`config.mk`:
```
export PLATFORM = sky130hd
export DESIGN_NAME = rv_track_fifo
export DESIGN_NICKNAME = d
export VERILOG_FILES = /design/src/rtl/rv_track_pkg.sv /design/src/rtl/rv_track_fifo.sv
export SDC_FILE = /design/constraint.sdc
export NUM_CORES = 1
export LEC_CHECK = 0
export ABC_CLOCK_PERIOD_IN_PS = 2600
export BUFFER_PORTS_ARGS = -buffer_cell sky130_fd_sc_hd__buf_2
export CAP_MARGIN = 20
export CORE_ASPECT_RATIO = 1.2
export CORE_MARGIN = 1.5
export CORE_UTILIZATION = 53
export DETAILED_ROUTE_END_ITERATION = 16
export GPL_TIMING_DRIVEN = 0
export PLACE_DENSITY = 0.78
export SLEW_MARGIN = 20
export SYNTH_ARGS = -nofsm -noshare
export SYNTH_HDL_FRONTEND = slang
export SYNTH_SLANG_ARGS = --single-unit
export TNS_END_PERCENT = 10
```
`constraint.sdc`:
```
create_clock -name clk -period 2.6 [get_ports clk]
set_clock_uncertainty 0.15 [all_clocks]
set_input_delay 0.52 -clock clk [delete_from_list [all_inputs] [get_ports clk]]
set_output_delay 0.52 -clock clk [all_outputs]
set_load 0.02 [all_outputs]
```
`src/rtl/rv_track_pkg.sv`:
```
// rv_track_pkg: shared track payload/depth constants and pointer/count types.
package rv_track_pkg;
    localparam int TRACK_DATA_WIDTH = 16;
    localparam int TRACK_FIFO_DEPTH = 2;
    localparam int TRACK_PTR_W = $clog2(TRACK_FIFO_DEPTH);
    typedef logic [TRACK_PTR_W-1:0] ptr_t;
    typedef logic [TRACK_PTR_W:0] cnt_t;
    typedef logic [15:0] stall_cnt_t;
endpackage

```
`src/rtl/rv_track_fifo.sv`:
```
// rv_track_fifo: ready/valid track FIFO with combinational bypass mode.
// Define RV_TRACK_FIFO_OCC_EN to add the occupancy and stall_cnt outputs.
module rv_track_fifo
    import rv_track_pkg::*;
#(
    parameter int DATA_WIDTH = TRACK_DATA_WIDTH,
    parameter int DEPTH = TRACK_FIFO_DEPTH
) (
    input  logic                  clk,
    input  logic                  rst_n,
    input  logic                  clk_en,
    input  logic                  cfg_fifo_en,
    input  logic                  flush,
    input  logic [DATA_WIDTH-1:0] data_in,
    input  logic                  valid_in,
    output logic                  ready_out,
    output logic [DATA_WIDTH-1:0] data_out,
    output logic                  valid_out,
    input  logic                  ready_in
`ifdef RV_TRACK_FIFO_OCC_EN
    ,
    output logic [$clog2(DEPTH):0] occupancy,
    output stall_cnt_t             stall_cnt
`endif
);
    localparam int AW = $clog2(DEPTH);
    logic [AW-1:0] wr_ptr, rd_ptr;
    logic [AW:0] count;
    logic [DATA_WIDTH-1:0] mem [DEPTH];
    logic fifo_ready, fifo_valid, clear, push, pop;
    // ready comes from registered count only, so no ready_in -> ready_out path in FIFO mode
    assign fifo_ready = count != (AW+1)'(DEPTH);
    assign fifo_valid = count != '0;
    assign clear = clk_en & flush;
    assign push = cfg_fifo_en & valid_in & fifo_ready & clk_en & ~flush;
    assign pop = cfg_fifo_en & fifo_valid & ready_in & clk_en & ~flush;
    assign ready_out = cfg_fifo_en ? fifo_ready : ready_in;
    assign valid_out = cfg_fifo_en ? fifo_valid : valid_in;
    assign data_out = cfg_fifo_en ? mem[rd_ptr] : data_in;
    always_ff @(posedge clk or negedge rst_n) begin
        if (!rst_n) begin
            wr_ptr <= '0;
            rd_ptr <= '0;
            count <= '0;
            for (int i = 0; i < DEPTH; i++) mem[i] <= '0;
        end else if (clear) begin
            wr_ptr <= '0;
            rd_ptr <= '0;
            count <= '0;
        end else begin
            if (push) begin
                mem[wr_ptr] <= data_in;
                wr_ptr <= wr_ptr + AW'(1);
            end
            if (pop) rd_ptr <= rd_ptr + AW'(1);
            count <= count + (AW+1)'(push) - (AW+1)'(pop);
        end
    end
`ifdef RV_TRACK_FIFO_OCC_EN
    assign occupancy = count;
    always_ff @(posedge clk or negedge rst_n) begin
        if (!rst_n) stall_cnt <= '0;
        else if (clear) stall_cnt <= '0;
        else if (cfg_fifo_en & fifo_valid & ~ready_in & clk_en & (stall_cnt != '1))
            stall_cnt <= stall_cnt + 16'd1;
    end
`endif
endmodule

```
# Yosys cells after proc, flatten, opt, wreduce, memory -nomap -nowiden
# Index checks and enable logic that the tools add are counted.
classes:
  mux: 14
  mul: 0
  reduce_logical: 5
  div: 0
  eq_ne: 1
  n_bitwise: 13
  n_addsub: 4
  order_cmp: 3
  n_shift: 0
op_table:
  columns: ["cell", "count"]
  rows:
  - ["2-to-1 mux 16 bit", 5]
  - ["bitwise mux 32 bit", 1]
  - ["demux 16 bit (select 1 bit)", 1]
  - ["AND 1 bit", 9]
  - ["2-to-1 mux 1 bit", 6]
  - ["nonzero test 2 bit", 3]
  - ["greater-or-equal comparator 2 bit (second input constant)", 2]
  - ["NOT 1 -> 2 bit", 2]
  - ["adder 1 bit (second input constant)", 2]
  - ["adder 2 x 1 -> 2 bit", 1]
  - ["< comparator 2 x 1 -> 1 bit (second input constant)", 1]
  - ["2-to-1 mux 2 bit", 1]
  - ["!= test 2 bit (second input constant)", 1]
  - ["NOT 1 bit", 2]
  - ["AND reduction 2 bit", 1]
  - ["subtractor 2 x 1 -> 2 bit", 1]
  - ["logical AND 1 bit", 1]
totals:
  ram_bits: 0
  mem_count: 0
  romBits: 0
  output_inout_bits: 18
  latchBits: 0
  reg_bits: 36

# Longest topological paths before layout
# Gate-level depths: netlist of run 1.
depth:
  word_depth: 7
  ltp_mapped: 9
  mapped_depth_nobuf: 8

# Least setup slack after synthesis of run 1
# No wires, ideal clock.
synth_path:
  path_kind: "input to register"
  start: "input port cfg_fifo_en"
  end: "register count[1]"
  cell_stages: 9
  setup_slack_ns: 0.257
  setup_time_ns: 0.119
  arrival_ns: 2.074
  cell_sequence: "buf_6 > nand3b_4 > or3b_2 > ha_1 > inv_1 > ha_1 > xnor2_1 > xnor2_1 > and2_1"
synth_between:
  elab_chain_len: 7
synth_rtl:
  columns: ["element", "line", "source"]
  rows:
  - ["start, declared", "rv_track_fifo.sv:12", "input logic cfg_fifo_en,"]
  - ["AND 1 bit (4 in series)", "rv_track_fifo.sv:35", "assign push = cfg_fifo_en & valid_in & fifo_ready & clk_en & ~flush;"]
  - ["adder 2 x 1 -> 2 bit", "rv_track_fifo.sv:56", "count <= count + (AW+1)'(push) - (AW+1)'(pop);"]
  - ["subtractor 2 x 1 -> 2 bit (*)", "rv_track_fifo.sv:56", null]
  - ["2-to-1 mux 2 bit (*)", "rv_track_fifo.sv:46", "end else if (clear) begin"]
  - ["end signal, assigned", "rv_track_fifo.sv:56", null]
  - ["end, declared", "rv_track_fifo.sv:28", "logic [AW:0] count;"]
# Every way passes the cells marked *; elsewhere a longest branch is shown, timed or not.
# A chain may end at the register's enable or synchronous reset.

# Final worst setup path of run 1
layout_path:
  start: "register rd_ptr"
  end: "output port data_out[4]"
layout_between:
  elab_chain_len: 5
layout_rtl:
  columns: ["element", "line", "source"]
  rows:
  - ["start, declared", "rv_track_fifo.sv:27", "logic [AW-1:0] wr_ptr, rd_ptr;"]
  - ["start signal, assigned", "rv_track_fifo.sv:55", "if (pop) rd_ptr <= rd_ptr + AW'(1);"]
  - ["NOT 1 -> 2 bit (not written as such)", "rv_track_fifo.sv:39", "assign data_out = cfg_fifo_en ? mem[rd_ptr] : data_in;"]
  - ["2-to-1 mux 16 bit (not written as such) (3 in series)", "rv_track_fifo.sv:39", null]
  - ["2-to-1 mux 16 bit", "rv_track_fifo.sv:39", null]
  - ["end, declared", "rv_track_fifo.sv:17", "output logic [DATA_WIDTH-1:0] data_out,"]
# Every way passes these cells. The select of a mux whose other input is x is not followed.

==> results.md, run 1 <==
| Result | Value | Unit |
| --- | --- | --- |
| Result of the run | finished clean | - |
| Worst path cell trace | buf_2, buf_2, mux2i_1, a21oi_1, buf_2 | - |
| Critical path start-end classification | reg2out | - |
| Grt ovf | 0 | - |
| Final setup viols | 0 | - |
| Number of nets in the synthesized netlist | 172 | - |
| Final cell count without fillers | 231 | - |
| Pwr Density | 805 | mW/mm^2 |
| Number of vias in the routed layout | 1,281 | - |
| Post-Syn Instances | 147 | - |
| Fraction of synthesis flops using an asynchronous set or reset pin | 1.00 | - |
| Minimum period implied by the final worst setup slack | 2.46 | ns |
| Max-cap violations | 0 | - |
| Top-level port count | 41 | - |
| Num CTS Buffers | 5 | - |
| Final weighted congestion in routability-driven placement | 0.718 | - |
| First-pass GRT wire length | 6.15 | mm |
| IO buf count | 39 | - |
| DR WL/cell | 16.6 | um |
| Number of rows created at floorplan | 23 | - |
| Distinct cells, synth | 22 | - |
| Synth area leaders | sky130_fd_sc_hd__dfrtp_1 49%, sky130_fd_sc_hd__mux2_2 14%, sky130_fd_sc_hd__mux2i_1 9.2% | - |
| DRT Pass-1 Iters | 4 | - |
| #FFs+latches synth | 36 | - |
| Cts hold-fix bufs | 0 | - |
| Worst Setup SP | rd_ptr | - |
| Worst relative slew slack | 0.459 | - |
| Area of the die | 0.00384 | mm^2 |
| Synth-to-Final Area Change | 19.1 | % |
| Area leader, netlist | sky130_fd_sc_hd__dfrtp_1 | - |
| Layout filler cell count | 271 | - |
| CTS HTree Levels | 2 | - |
| CTS tree | built | - |
| Overall fraction of global-route tracks in use | 0.218 | - |
| Reg-to-reg startpoint | count[0] | - |
| Peak Freq | 0.407 | GHz |
| Worst Tran Pin Value | 0.812 | ns |
| Vias per Instance | 5.55 | - |
| Arrival time at the worst endpoint | 1.79 | ns |
| # Post-CTS Setup Buffers | 0 | - |
| Mean area per synthesized cell | 12.5 | um^2 |
| Via count of the first global-routing pass | 1,334 | - |
| IR Drop Worst-Case VDD | 696 | uV |
| Critical Path Fanout Max | 10 | - |
| Share of post-route cells with drive strength above 1 | 0.464 | - |
| DRC violation count after routing | 0 | - |
| Critical path endpoint category | output pin | - |
| Commonest cells post-synth | 36 x sky130_fd_sc_hd__dfrtp_1, 23 x sky130_fd_sc_hd__mux2_2, 19 x sky130_fd_sc_hd__nor2_1, 18 x sky130_fd_sc_hd__a21oi_1, 17 x sky130_fd_sc_hd__mux2i_1 | - |
| Die width | 56.8 | um |
| Number of cells after detailed placement | 223 | - |
| Cell with the most instances on the worst path | sky130_fd_sc_hd__buf_2 | - |
| Net count of the finished layout | 218 | - |
| Part of the Yosys area used for sequential elements | 0.489 | - |
| Class of the most critical hold timing path | in2async | - |
| Clock sink total | 36 | - |
| Final WL | 3.84 | mm |
| Period utilisation layout | 0.945 | - |
| Leakage | 1.03 | nW |
| Reg-to-reg slack, setup | 0.33 | ns |
| Floorplan die height | 67.6 | um |
| Critical Path Slowest Stage Cell | sky130_fd_sc_hd__buf_2 | - |
| Synth Cell Area | 0.00184 | mm^2 |
| Leading register cell type out of synthesis | sky130_fd_sc_hd__dfrtp_1 | - |
| Area share of the largest cell type after synthesis | 0.489 | - |
| Hold Vio Cnt, Final | 0 | - |
| Category of the worst setup path launch point | flip-flop | - |
| CTS root buffer | sky130_fd_sc_hd__clkbuf_8 | - |
| Starting Density | 0.552 | - |
| Final-layout setup total negative slack | 0 | ns |
| Latest clock arrival within the worst-skew pair | 0.29 | ns |
| Pins Over Slew Limit | 0 | - |
| Crit path required time | 1.93 | ns |
| Core area | 0.00334 | mm^2 |
| Highest cell delay on the worst timing path | 0.36 | ns |
| Number of warnings printed during yosys synthesis | 0 | - |
| Total area of sequential cells | 901 | um^2 |
| Most instantiated library cell after synthesis | sky130_fd_sc_hd__dfrtp_1 | - |
| Antenna Nets Post-Route | 0 | - |
| Combined area of the multi-input logic cells | 887 | um^2 |
| Estimated wirelength of the detail-placed design | 2.57 | mm |
| Post-CTS clock slew at the launch and capture registers of the worst setup and hold paths | 0.07 | ns |
| Number of instances resized during post-cts repair | 0 | - |
| Clock Path Buffers | 2 | - |
| Count of flip-flops with a built-in enable after synthesis | 0 | - |
| Maximum number of pins on one net before global-route repair | 37 | - |
| Setup repair after global routing missed its margin | false | - |
| Number of violations reported at the end of detailed-routing iteration 0 | 29 | - |
| Antenna diode count | 0 | - |
| Antenna violations before repair | 0 | - |
==> registers in the layout, indices dropped and copies added, names as in the netlist <==
| name | cells |
|---|---|
| count | 2 |
| wr_ptr | 1 |
| mem | 32 |
| rd_ptr | 1 |
==> final timing paths <==
kind                       cells after the start     endpoint
max reg2reg                                    8     count[1]
min in group clk                               2      mem[21]
max in group asynchronous                      1      mem[18]
max                                            5  data_out[4]
min                                            1       mem[1]
min reg2reg                                    1       mem[8]
==> cell type report <==
class	count	share of cell area
Tap cell	37	0.0211
Inverter	1	0.00171
Multi-Input combinational cell	102	0.404
Clock buffer	5	0.0313
Sequential cell	36	0.410
Buffer	8	0.0234
Timing Repair Buffer	39	0.0889
Clock inverter	3	0.0194
==> layout by cell type (no fill, tap or decap), drive strengths merged <==
cell type	n
inv	1
a31o	1
nor4b	1
and2	2
dfrtp	36
ha	2
a21oi	18
nor3	1
nand2	3
mux2	32
clkinvlp	1
buf	44
clkbuf	8
and2b	1
nand3b	1
nor3b	1
mux2i	17
xnor2	2
nor2	19
bufinv	1
or3b	1
clkinv	1
==> kinds of logic after synthesis <==
kind of cell / share of synthesized area
adders and majority gates: 0.0136
AOI/OAI and AO/OA: 0.0536
buffers and inverters: 0.0299
DFF: 0.489
and+or+nand+nor: 0.0984
xor gates and xnor gates: 0.00951
muxes: 0.306
==> power breakdown <==
part	leakage (nW)	switching (W)	total, W	internal [W]
clock network	0.0541	0.000206	0.000490	0.000284
registers	0.458	0.0000841	0.000794	0.000710
logic	0.516	0.000228	0.000484	0.000256
==> per-layer routing <==
metal | vias to the layer above | wire [um] | GRT usage
li1 | 608 | - | -
met3 | 9 | 198 | 0.0747
met4 | 0 | 86 | 0.110
met2 | 40 | 1970 | 0.372
met1 | 624 | 1580 | 0.244
met5 | - | 0 | 0
==> through the flow <==
| stage | worst slack [ns] | total power (W) | utilization | cell area (um^2) | hold WS (ns) |
|---|---|---|---|---|---|
| after global routing | 0.0424 | 0.00186 | 0.658 | 2200 | 0.223 |
| after floorplan | 0.257 | 0.00114 | - | 1840 | 0.0744 |
| after detailed placement | 0.121 | 0.00128 | 0.624 | 2080 | 0.346 |
| after CTS | 0.153 | 0.00178 | 0.658 | 2200 | 0.180 |
| final | 0.143 | 0.00177 | 0.658 | 2200 | 0.171 |
| after global placement | 0.142 | 0.00125 | 0.624 | 2080 | 0.339 |
==> worst max-delay path: cells and delay by family (launching register included) <==
kind	cells	cell delay (ns)
mux	1	0.27
flops	1	0.32
buf+inv	3	0.83
compound gates	1	0.09
Power figures use the tool's default switching activity.
==> run 2: changes to the inputs <==
PLACE_DENSITY = 0.84   (was 0.78)
==> results.md, run 2 (synthesis gave the netlist of run 1 again) <==
| Result | Value | Unit |
| --- | --- | --- |
| Result of the run | finished clean | - |
| Antenna diode count | 0 | - |
| Estimated wirelength of the detail-placed design | 2.64 | mm |
| Worst Reg2Reg Path Length in Cells | 8 | - |
| DRT Pass-1 Iters | 4 | - |
| # Post-CTS Setup Buffers | 0 | - |
| Number of instances resized during post-cts repair | 0 | - |
| Top-level port count | 41 | - |
| Layout filler cell count | 261 | - |
| Endpoint of the worst register-to-register path | count[1] | - |
| Floorplan die height | 67.6 | um |
| Worst Tran Pin Value | 0.792 | ns |
| Final cell count without fillers | 228 | - |
| Clock sink total | 36 | - |
| Area of the die | 0.00384 | mm^2 |
| CTS root buffer | sky130_fd_sc_hd__clkbuf_8 | - |
| Leakage | 1.01 | nW |
| Starting Density | 0.552 | - |
| Hold Vio Cnt, Final | 0 | - |
| DP Area | 0.00208 | mm^2 |
| Final-layout setup total negative slack | 0 | ns |
| Period utilisation layout | 0.931 | - |
| Core utilization of the finished layout | 0.645 | - |
| Final weighted congestion in routability-driven placement | 0.755 | - |
| Setup repair after global routing missed its margin | false | - |
| Max-cap violations | 0 | - |
| DR WL/cell | 16.2 | um |
| Critical Path Fanout Max | 10 | - |
| Post-CTS clock slew at the launch and capture registers of the worst setup and hold paths | 0.06 | ns |
| Crit path required time | 1.93 | ns |
| IO buf count | 39 | - |
| Number of cells after detailed placement | 223 | - |
| Antenna Nets Post-Route | 0 | - |
| Highest-count cells in the layout ignoring fill and taps | 41 x sky130_fd_sc_hd__buf_2, 36 x sky130_fd_sc_hd__dfrtp_1, 23 x sky130_fd_sc_hd__mux2_2, 19 x sky130_fd_sc_hd__nor2_1, 18 x sky130_fd_sc_hd__a21oi_1 | - |
| Latest clock arrival within the worst-skew pair | 0.28 | ns |
| Clock Path Buffers | 2 | - |
| Pwr Density | 754 | mW/mm^2 |
| Antenna violations before repair | 0 | - |
| Most common library cell in the layout ignoring fill and taps | sky130_fd_sc_hd__buf_2 | - |
| Number of rows created at floorplan | 23 | - |
| Synth-to-Final Area Change | 16.8 | % |
| Overall fraction of global-route tracks in use | 0.209 | - |
| Minimum period implied by the final worst setup slack | 2.42 | ns |
| Worst relative slew slack | 0.472 | - |
| Reg-to-reg slack, setup | 0.30 | ns |
| Reg with most FFs | mem | - |
| Final design area excluding fillers | 0.00215 | mm^2 |
| Number of vias in the routed layout | 1,274 | - |
| Final setup viols | 0 | - |
| Die width | 56.8 | um |
| Peak Freq | 0.413 | GHz |
| Final WL | 3.70 | mm |
| Arrival time at the worst endpoint | 1.75 | ns |
| Share of post-route cells with drive strength above 1 | 0.455 | - |
| Biggest registers after layout | mem: 32 flops, count: 2 flops | - |
| Pins Over Slew Limit | 0 | - |
| Num CTS Buffers | 5 | - |
| CTS HTree Levels | 2 | - |
| Net count of the finished layout | 218 | - |
| Class of the most critical hold timing path | in2async | - |
| Critical path start-end classification | reg2out | - |
| Flip-flop count of the largest register, all copies and words added | 32 | - |
| Core area | 0.00334 | mm^2 |
| IR Drop Worst-Case VDD | 519 | uV |
| First-pass GRT wire length | 5.87 | mm |
| Cts hold-fix bufs | 0 | - |
| CTS tree | built | - |
| Category of the worst setup path launch point | flip-flop | - |
| Vias per Instance | 5.59 | - |
| Via count of the first global-routing pass | 1,243 | - |
| Number of violations reported at the end of detailed-routing iteration 0 | 32 | - |
| DRC violation count after routing | 0 | - |
| Grt ovf | 0 | - |
| Maximum number of pins on one net before global-route repair | 37 | - |
| Critical path endpoint category | output pin | - |
| Reg-to-reg startpoint | count[1] | - |
==> run 2: cell count changes in the layout (fill, tap and decap cells not counted), sizes merged <==
cell      previous run  this run
bufinv               1         0
clkinvlp             1         0
clkinv               1         0
==> run 2: critical path: stages, from the launching register on <==
cell and delay (ns):
sky130_fd_sc_hd__dfrtp_1 0.31, sky130_fd_sc_hd__buf_2 0.27, sky130_fd_sc_hd__buf_2 0.36, sky130_fd_sc_hd__mux2i_1 0.24, sky130_fd_sc_hd__a21oi_1 0.09, sky130_fd_sc_hd__buf_2 0.18
==> run 2: layout make-up <==
class,count,area [um^2],area share
multi-input cells,102,887,0.412
repair buffers,39,195,0.0906
plain buffers,8,51.3,0.0238
flip-flops and latches,36,901,0.418
well taps,37,46.3,0.0215
inverters,1,3.75,0.00174
clock buffers,5,68.8,0.0320
==> run 2: where the power goes <==
| part | internal (W) | switching, W | total (W) |
|---|---|---|---|
| sequential | 0.000711 | 0.0000824 | 0.000793 |
| combinational | 0.000256 | 0.000225 | 0.000481 |
| clock | 0.000172 | 0.000177 | 0.000350 |
==> run 2: metal layers <==
layer | vias to the layer above | wire (um) | global-route usage
li1 | 603 | - | -
met5 | - | 0 | 0
met2 | 30 | 1890 | 0.349
met3 | 6 | 177 | 0.0498
met4 | 0 | 62 | 0.0959
met1 | 635 | 1570 | 0.257
==> run 2: how the worst max path moves through the flow <==
stage,from,slack [ns],to,depth (start not counted)
3_5_place_dp,flush,0.11,count[1],9
4_1_cts,rd_ptr,0.17,data_out[14],5
5_1_grt,rd_ptr,0.06,data_out[6],5
3_3_place_gp,flush,0.16,count[1],9
2_1_floorplan,cfg_fifo_en,0.26,count[1],9
6_report,rd_ptr,0.18,data_out[14],5
==> run 2: per-stage QoR <==
step | total power, W | setup WS, ns | hold WS [ns]
after floorplan | 0.00114 | 0.257 | 0.0744
after global placement | 0.00125 | 0.159 | 0.339
after detailed placement | 0.00129 | 0.105 | 0.343
after CTS | 0.00164 | 0.169 | 0.190
after global routing | 0.00171 | 0.0648 | 0.242
final | 0.00162 | 0.180 | 0.167
